===== config.mk =====
export PLATFORM = sky130hd
export DESIGN_NAME = mpu_load_stream_flat
export DESIGN_NICKNAME = d
export VERILOG_FILES = /design/src/rtl/mpu_load_stream_if.sv /design/src/rtl/mpu_load_stream.sv /design/src/flat_wrapper.sv
export SDC_FILE = /design/constraint.sdc
export NUM_CORES = 1
export LEC_CHECK = 0
export BUFFER_PORTS_ARGS = -buffer_cell sky130_fd_sc_hd__buf_4
export CAP_MARGIN = 20
export CORE_MARGIN = 4
export CORE_UTILIZATION = 51
export CTS_CLUSTER_SIZE = 28
export DETAILED_ROUTE_END_ITERATION = 10
export PLACE_DENSITY = 0.85
export SYNTH_ARGS = -nofsm -noshare
export SYNTH_HDL_FRONTEND = slang
export SYNTH_SLANG_ARGS = --single-unit

===== constraint.sdc =====
create_clock -name clk -period 7.3 [get_ports clk]
set_input_delay 0.73 -clock clk [delete_from_list [all_inputs] [get_ports clk]]
set_output_delay 0.73 -clock clk [all_outputs]
set_load 0.005 [all_outputs]

===== src/rtl/mpu_load_stream_if.sv =====
// rtl/mpu_load_stream_if.sv - element beat stream from memory into the matrix loader
interface mpu_load_stream_if #(
    parameter int LANES = 2,
    parameter int FW    = 32
) ();
    logic                  mem_valid_in;
    logic                  mem_ready_out;
    logic [LANES*FW-1:0]   mem_load_element_in;

    modport master (
        output mem_valid_in,
        output mem_load_element_in,
        input  mem_ready_out
    );

    modport slave (
        input  mem_valid_in,
        input  mem_load_element_in,
        output mem_ready_out
    );
endinterface


===== src/rtl/mpu_load_stream.sv =====
// rtl/mpu_load_stream.sv - streams matrix elements into a register file, MPU_LOAD_TRANSPOSE_EN adds column-major
// Lane k of each beat lands at (i, j+k) row-major or (i+k, j) column-major; writes are registered.
module mpu_load_stream #(
    parameter int M_MAX = 4,
    parameter int N_MAX = 4,
    parameter int FW    = 32,
    parameter int LANES = 2,
    parameter int AW    = 3,
    localparam int MW   = $clog2(M_MAX + 1),
    localparam int NW   = $clog2(N_MAX + 1)
) (
    input  logic                clk,
    input  logic                rst_n,
    input  logic                load_req_in,
    input  logic [MW-1:0]       mem_m_load_size_in,
    input  logic [NW-1:0]       mem_n_load_size_in,
    input  logic [AW-1:0]       mem_load_addr_in,
    input  logic                mem_transpose_in,
    mpu_load_stream_if.slave    mem,
    output logic                mem_load_error_out,
    output logic                mem_load_done_out,
    output logic                busy_out,
    input  logic                load_ready_in,
    output logic [LANES-1:0]    reg_load_en_out,
    output logic [LANES*FW-1:0] reg_load_element_out,
    output logic [AW-1:0]       reg_load_addr_out,
    output logic [MW-1:0]       reg_i_load_loc_out,
    output logic [NW-1:0]       reg_j_load_loc_out,
    output logic [MW-1:0]       reg_m_load_size_out,
    output logic [NW-1:0]       reg_n_load_size_out
);

    typedef enum logic [1:0] {IDLE, REQUEST, LOAD, DONE} state_t;

    state_t              state_q, state_d;
    logic [MW-1:0]       m_q, m_d;
    logic [NW-1:0]       n_q, n_d;
    logic [MW-1:0]       i_q, i_d;
    logic [NW-1:0]       j_q, j_d;
    logic [AW-1:0]       addr_q, addr_d;
    logic                transpose_q, transpose_d;
    logic                error_q, error_d;
    logic [LANES-1:0]    en_q, en_d;
    logic [LANES*FW-1:0] data_q, data_d;
    logic [MW-1:0]       loc_i_q, loc_i_d;
    logic [NW-1:0]       loc_j_q, loc_j_d;

    logic                transpose_req;
    logic                size_err;
    logic                accept;
    logic [LANES-1:0]    lane_en;
    logic                row_wrap;
    logic                col_wrap;
    logic                last_beat;

`ifdef MPU_LOAD_TRANSPOSE_EN
    assign transpose_req = mem_transpose_in;
`else
    logic unused_transpose;
    assign unused_transpose = mem_transpose_in;
    assign transpose_req    = 1'b0;
`endif

    assign size_err = (mem_m_load_size_in == '0) || (mem_n_load_size_in == '0) ||
                      (int'(mem_m_load_size_in) > M_MAX) || (int'(mem_n_load_size_in) > N_MAX);

    assign mem.mem_ready_out = (state_q == LOAD) && load_ready_in;
    assign accept            = mem.mem_ready_out && mem.mem_valid_in;

    // Lanes past the matrix edge are masked; the wrap flags decide pointer advance and the final beat.
    always_comb begin
        lane_en = '0;
        for (int k = 0; k < LANES; k++) begin
            if (transpose_q) begin
                lane_en[k] = (int'(i_q) + k) < int'(m_q);
            end else begin
                lane_en[k] = (int'(j_q) + k) < int'(n_q);
            end
        end
        row_wrap  = (int'(j_q) + LANES) >= int'(n_q);
        col_wrap  = (int'(i_q) + LANES) >= int'(m_q);
        last_beat = transpose_q ? (col_wrap && (int'(j_q) == int'(n_q) - 1))
                                : (row_wrap && (int'(i_q) == int'(m_q) - 1));
    end

    always_comb begin
        state_d     = state_q;
        m_d         = m_q;
        n_d         = n_q;
        i_d         = i_q;
        j_d         = j_q;
        addr_d      = addr_q;
        transpose_d = transpose_q;
        error_d     = error_q;
        en_d        = '0;
        data_d      = data_q;
        loc_i_d     = loc_i_q;
        loc_j_d     = loc_j_q;

        case (state_q)
            IDLE: begin
                if (load_req_in) begin
                    if (size_err) begin
                        error_d = 1'b1;
                    end else begin
                        m_d         = mem_m_load_size_in;
                        n_d         = mem_n_load_size_in;
                        addr_d      = mem_load_addr_in;
                        transpose_d = transpose_req;
                        error_d     = 1'b0;
                        i_d         = '0;
                        j_d         = '0;
                        state_d     = REQUEST;
                    end
                end
            end
            REQUEST: begin
                if (load_ready_in) begin
                    i_d     = '0;
                    j_d     = '0;
                    state_d = LOAD;
                end
            end
            LOAD: begin
                if (accept) begin
                    en_d    = lane_en;
                    data_d  = mem.mem_load_element_in;
                    loc_i_d = i_q;
                    loc_j_d = j_q;
                    if (transpose_q) begin
                        if (col_wrap) begin
                            i_d = '0;
                            j_d = j_q + NW'(1);
                        end else begin
                            i_d = i_q + MW'(LANES);
                        end
                    end else begin
                        if (row_wrap) begin
                            j_d = '0;
                            i_d = i_q + MW'(1);
                        end else begin
                            j_d = j_q + NW'(LANES);
                        end
                    end
                    if (last_beat) begin
                        state_d = DONE;
                    end
                end
            end
            DONE: begin
                state_d = IDLE;
            end
            default: begin
                state_d = IDLE;
            end
        endcase
    end

    always_ff @(posedge clk or negedge rst_n) begin
        if (!rst_n) begin
            state_q     <= IDLE;
            m_q         <= '0;
            n_q         <= '0;
            i_q         <= '0;
            j_q         <= '0;
            addr_q      <= '0;
            transpose_q <= 1'b0;
            error_q     <= 1'b0;
            en_q        <= '0;
            data_q      <= '0;
            loc_i_q     <= '0;
            loc_j_q     <= '0;
        end else begin
            state_q     <= state_d;
            m_q         <= m_d;
            n_q         <= n_d;
            i_q         <= i_d;
            j_q         <= j_d;
            addr_q      <= addr_d;
            transpose_q <= transpose_d;
            error_q     <= error_d;
            en_q        <= en_d;
            data_q      <= data_d;
            loc_i_q     <= loc_i_d;
            loc_j_q     <= loc_j_d;
        end
    end

    assign mem_load_error_out   = error_q;
    assign mem_load_done_out    = (state_q == DONE);
    assign busy_out             = (state_q != IDLE);
    assign reg_load_en_out      = en_q;
    assign reg_load_element_out = data_q;
    assign reg_load_addr_out    = addr_q;
    assign reg_i_load_loc_out   = loc_i_q;
    assign reg_j_load_loc_out   = loc_j_q;
    assign reg_m_load_size_out  = m_q;
    assign reg_n_load_size_out  = n_q;

endmodule


===== src/flat_wrapper.sv =====
// flat-port wrapper written by rule: the top's interface ports become plain ports
module mpu_load_stream_flat 
#(
    parameter int M_MAX = 4,
    parameter int N_MAX = 4,
    parameter int FW    = 32,
    parameter int LANES = 2,
    parameter int AW    = 3,
    localparam int MW   = $clog2(M_MAX + 1),
    localparam int NW   = $clog2(N_MAX + 1)
)
  (clk, rst_n, load_req_in, mem_m_load_size_in, mem_n_load_size_in, mem_load_addr_in, mem_transpose_in, mem_load_error_out, mem_load_done_out, busy_out, load_ready_in, reg_load_en_out, reg_load_element_out, reg_load_addr_out, reg_i_load_loc_out, reg_j_load_loc_out, reg_m_load_size_out, reg_n_load_size_out, mem_mem_valid_in, mem_mem_load_element_in, mem_mem_ready_out);
  mpu_load_stream_if #(.LANES(LANES), .FW(FW)) mem_i ();
  input  logic clk;
  input  logic rst_n;
  input  logic load_req_in;
  input  logic [MW-1:0] mem_m_load_size_in;
  input  logic [NW-1:0] mem_n_load_size_in;
  input  logic [AW-1:0] mem_load_addr_in;
  input  logic mem_transpose_in;
  output logic mem_load_error_out;
  output logic mem_load_done_out;
  output logic busy_out;
  input  logic load_ready_in;
  output logic [LANES-1:0] reg_load_en_out;
  output logic [LANES*FW-1:0] reg_load_element_out;
  output logic [AW-1:0] reg_load_addr_out;
  output logic [MW-1:0] reg_i_load_loc_out;
  output logic [NW-1:0] reg_j_load_loc_out;
  output logic [MW-1:0] reg_m_load_size_out;
  output logic [NW-1:0] reg_n_load_size_out;
  input wire logic [$bits(mem_i.mem_valid_in)-1:0] mem_mem_valid_in;
  input wire logic [$bits(mem_i.mem_load_element_in)-1:0] mem_mem_load_element_in;
  output wire logic [$bits(mem_i.mem_ready_out)-1:0] mem_mem_ready_out;
  assign mem_i.mem_valid_in = mem_mem_valid_in;
  assign mem_i.mem_load_element_in = mem_mem_load_element_in;
  assign mem_mem_ready_out = mem_i.mem_ready_out;
  mpu_load_stream #(.M_MAX(M_MAX), .N_MAX(N_MAX), .FW(FW), .LANES(LANES), .AW(AW)) u_core (.clk(clk), .rst_n(rst_n), .load_req_in(load_req_in), .mem_m_load_size_in(mem_m_load_size_in), .mem_n_load_size_in(mem_n_load_size_in), .mem_load_addr_in(mem_load_addr_in), .mem_transpose_in(mem_transpose_in), .mem(mem_i), .mem_load_error_out(mem_load_error_out), .mem_load_done_out(mem_load_done_out), .busy_out(busy_out), .load_ready_in(load_ready_in), .reg_load_en_out(reg_load_en_out), .reg_load_element_out(reg_load_element_out), .reg_load_addr_out(reg_load_addr_out), .reg_i_load_loc_out(reg_i_load_loc_out), .reg_j_load_loc_out(reg_j_load_loc_out), .reg_m_load_size_out(reg_m_load_size_out), .reg_n_load_size_out(reg_n_load_size_out));
endmodule

==> metrics.md <==
| Metric | Value |
|---|---|
| Status | finished, final reports clean |
| TritonCTS Buffers | 9 |
| Routed Wire Length | ~8.5 mm |
| Placed insts | 506 |
| Most used routing layer | met2 |
| Largest net degree at the start of global routing | 89 |
| Clock insertion delay at the later pin of the skew report | 0.34 ns |
| Total power | around 2 mW |
| Nets | between 500 and 600 |
| Core area | 6907 sq um |
| Vias per cell | roughly 5.0 |
| Hold WS | between 0.2 and 0.3 ns |
| Final worst-path cycle share | 35.63% |
| Max cap viols | 0 |
| Leading area contributor after synthesis | dfrtp_1 |
| Met2 global-route usage | 36.29% |
| Share of cells above drive strength 1 | about 60% |
| Initial antenna violation count | 0 |
| Overall Global Routing Usage | between 20% and 30% |
| Clock buffer depth | 2 |
| Diode count | 0 |
| Setup TNS | 0 ns |
| Critical Path Source | u_core.j_q[1] |
| Number of synthesized flops with an enable pin | 0 |
| Routed wire length per instance | between 15 and 20 um |
| RSZ-0062 raised after global routing | false |
| Final setup vio count | 0 |
| Synth Register Bits | slightly below 90 |
| Die X | 93.18 um |
| Syn Inst Count | 259 |
| Nature of the critical path startpoint | flip-flop |
| Share of the synthesized area in the top cell type | 59.52% |
| Hpwl dp | 6.436 mm |
| # rows | 30 |
| Tmin final | approximately 2.6 ns |
| Ys flop type | dfrtp_1 |
| Die height | between 90 and 100 um |
| Arr. time, crit path | 2.81 ns |
| WP data required | 7.51 ns |
| Synth warnings | 0 |
| Commonest cells after routing, fill and taps aside | buf_4 (162), dfrtp_1 (88), mux2_2 (72), ha_1 (12), nand2_1 (11) |
| Worst Tran Pin Value | 0.9159 ns |
| CP max FO | 7 |
| Root Buffer | clkbuf_8 |
| Footprint of the multi-input gates | 1420 sq um |
| Number of iterations in the first detailed-routing pass | 4 |
| Layout Cells excl Fill | 522 |
| CTS tree | built |
| Mean Syn Cell Area | between 10 and 15 sq um |
| Top Ports | 164 |
| Final clock skew | between 0.009 and 0.01 ns |
| Starting Density | 53.57% |
| Initial DRC Count | 82 |
| Sequential share of the synthesized area | 59.52% |
| Input/output buffers | 161 |
| Pre-CTS setup slack | about 4.7 ns |
| Mapped Area | 3700 sq um |
| Setup ws final | 4.699 ns |
| Vias in the first global route | 2,788 |
| Flip-flop and latch area | about 2200 sq um |
| Layout area overhead | 40.75% |
| Most common cell after layout, fill and taps aside | buf_4 |
| Detailed-route DRC error count | 0 |
| GRT overflow | 0 |
| # fillers | 505 |
| Max-slew headroom | about two fifths |
| Met1 Track Usage GR | 23.48% |
| Peak supply drop | 0.2168 mV |
| P_leak | about 2.6 nW |
| Top cells by area, synth | dfrtp_1 (60%), mux2_2 (22%), ha_1 (4.1%) |
| Pwr dens | between 300 and 400 nW/um^2 |
| Post-route ant nets | 0 |
| Async SR Flop Fraction | 100.0% |
| Synth cell types | 36 |
| Via count | approximately 2,600 |
| Fin. Hold Viols | 0 |
| Met3 Use GR | under 10% |
| Worst Path Class, Setup | reg -> reg |
| # resized after CTS | 0 |
| Hold_buf cts | 0 |
| Hold WC Path Type | in -> async |
| Syn Nets | approximately 350 |
| Reg-to-Reg Start | u_core.j_q[1] |
| Clk pin slew, worst setup/hold paths | 0.08 ns |
| Placer congestion estimate | ~0.78 |
| Fmax | 384.5 MHz |
| Sink Count | 88 |
| Crit end category | flip-flop |
| H-tree Lvls | 3 |
| First-pass GRT wire length | approximately 14 mm |
| Flop2flop setup slack | between 4 and 5 ns |
| Setup Fix Bufs, Post-CTS | 0 |
| Final slew viol count | 0 |
| Total Die Area | 8682 sq um |
-- flip-flops by register name (all words and copies together), names as in the netlist --
| name | count |
|---|---|
| u_core.i_q | 3 |
| u_core.j_q | 2 |
| u_core.mem_load_error_out | 1 |
| u_core.reg_i_load_loc_out | 3 |
| u_core.reg_j_load_loc_out | 2 |
| u_core.reg_load_addr_out | 3 |
| u_core.reg_load_element_out | 64 |
| u_core.reg_load_en_out | 2 |
| u_core.reg_m_load_size_out | 3 |
| u_core.reg_n_load_size_out | 3 |
| u_core.state_q | 2 |
-- final cells by class --
type                    instances  share of cell area [%]
clock buffers                  12                   2.787
clock inverters                 3                  0.8169
inverters                       9                  0.6487
multi-input cells             151                   27.27
flip-flops and latches         88                   42.29
well taps                      96                   2.307
repair buffers                163                   23.88
-- critical path, stage by stage, from the launching register on --
cell and delay, ns:
dfrtp_1 0.46, fa_1 0.55, nor2b_1 0.12, o2bb2ai_1 0.16, or4b_1 0.59, a21oi_1 0.25, mux2_1 0.34
-- power by group --
part	switching, mW	internal [mW]	leakage (nW)
Clock	0.156	0.166	0.0925
Sequential	0.133	0.717	1.07
Combinational	0.338	0.544	1.42
-- worst paths after layout --
kind / cells past startpoint / to
max: 6 / u_core.state_q[1]
min: 1 / u_core.reg_load_addr_out[1]
max reg2reg: 6 / u_core.state_q[1]
min reg2reg: 2 / u_core.reg_j_load_loc_out[1]
max in group asynchronous: 2 / u_core.reg_load_element_out[58]
min in group clk: 2 / u_core.reg_j_load_loc_out[1]
-- synthesized netlist by cell type (all sizes together) (2+ instances only) --
| cell | n |
|---|---|
| nor3 | 2 |
| clkbuf | 9 |
| inv | 9 |
| o21bai | 3 |
| a221oi | 2 |
| a211oi | 2 |
| or3b | 2 |
| nand3 | 3 |
| o21ai | 9 |
| ha | 12 |
| nor2 | 4 |
| dfrtp | 88 |
| nand2 | 12 |
| nor2b | 3 |
| mux2 | 76 |
| nand2b | 4 |
| xnor2 | 3 |
| a21oi | 3 |
| buf | 2 |
-- through the flow --
stage	util [%]	area, sq um
after floorplan	-	3700
after global placement	72.28	4992
after detailed placement	72.28	4992
after CTS	75.00	5180
after global routing	75.40	5207
final	75.40	5207
-- routing by layer --
layer | up-vias | wire [um] | part of all wire, %
met4 | 0 | 220 | 2.6
met2 | 90 | 4626 | 55
met1 | 1275 | 3147 | 37
met3 | 18 | 464 | 5.5
met5 | - | 0 | 0
li1 | 1227 | - | -
-- cells by family after synthesis --
family,Yosys count,synth area share (%)
compound gates,24,4.768
xor+xnor,3,0.7103
other cells,1,0.1014
mux,76,23.23
flops,88,59.52
buf+inv,20,2.164
fa+ha+maj,13,4.599
simple gates,34,4.904
No activity file was read; power rests on OpenSTA's default activity.
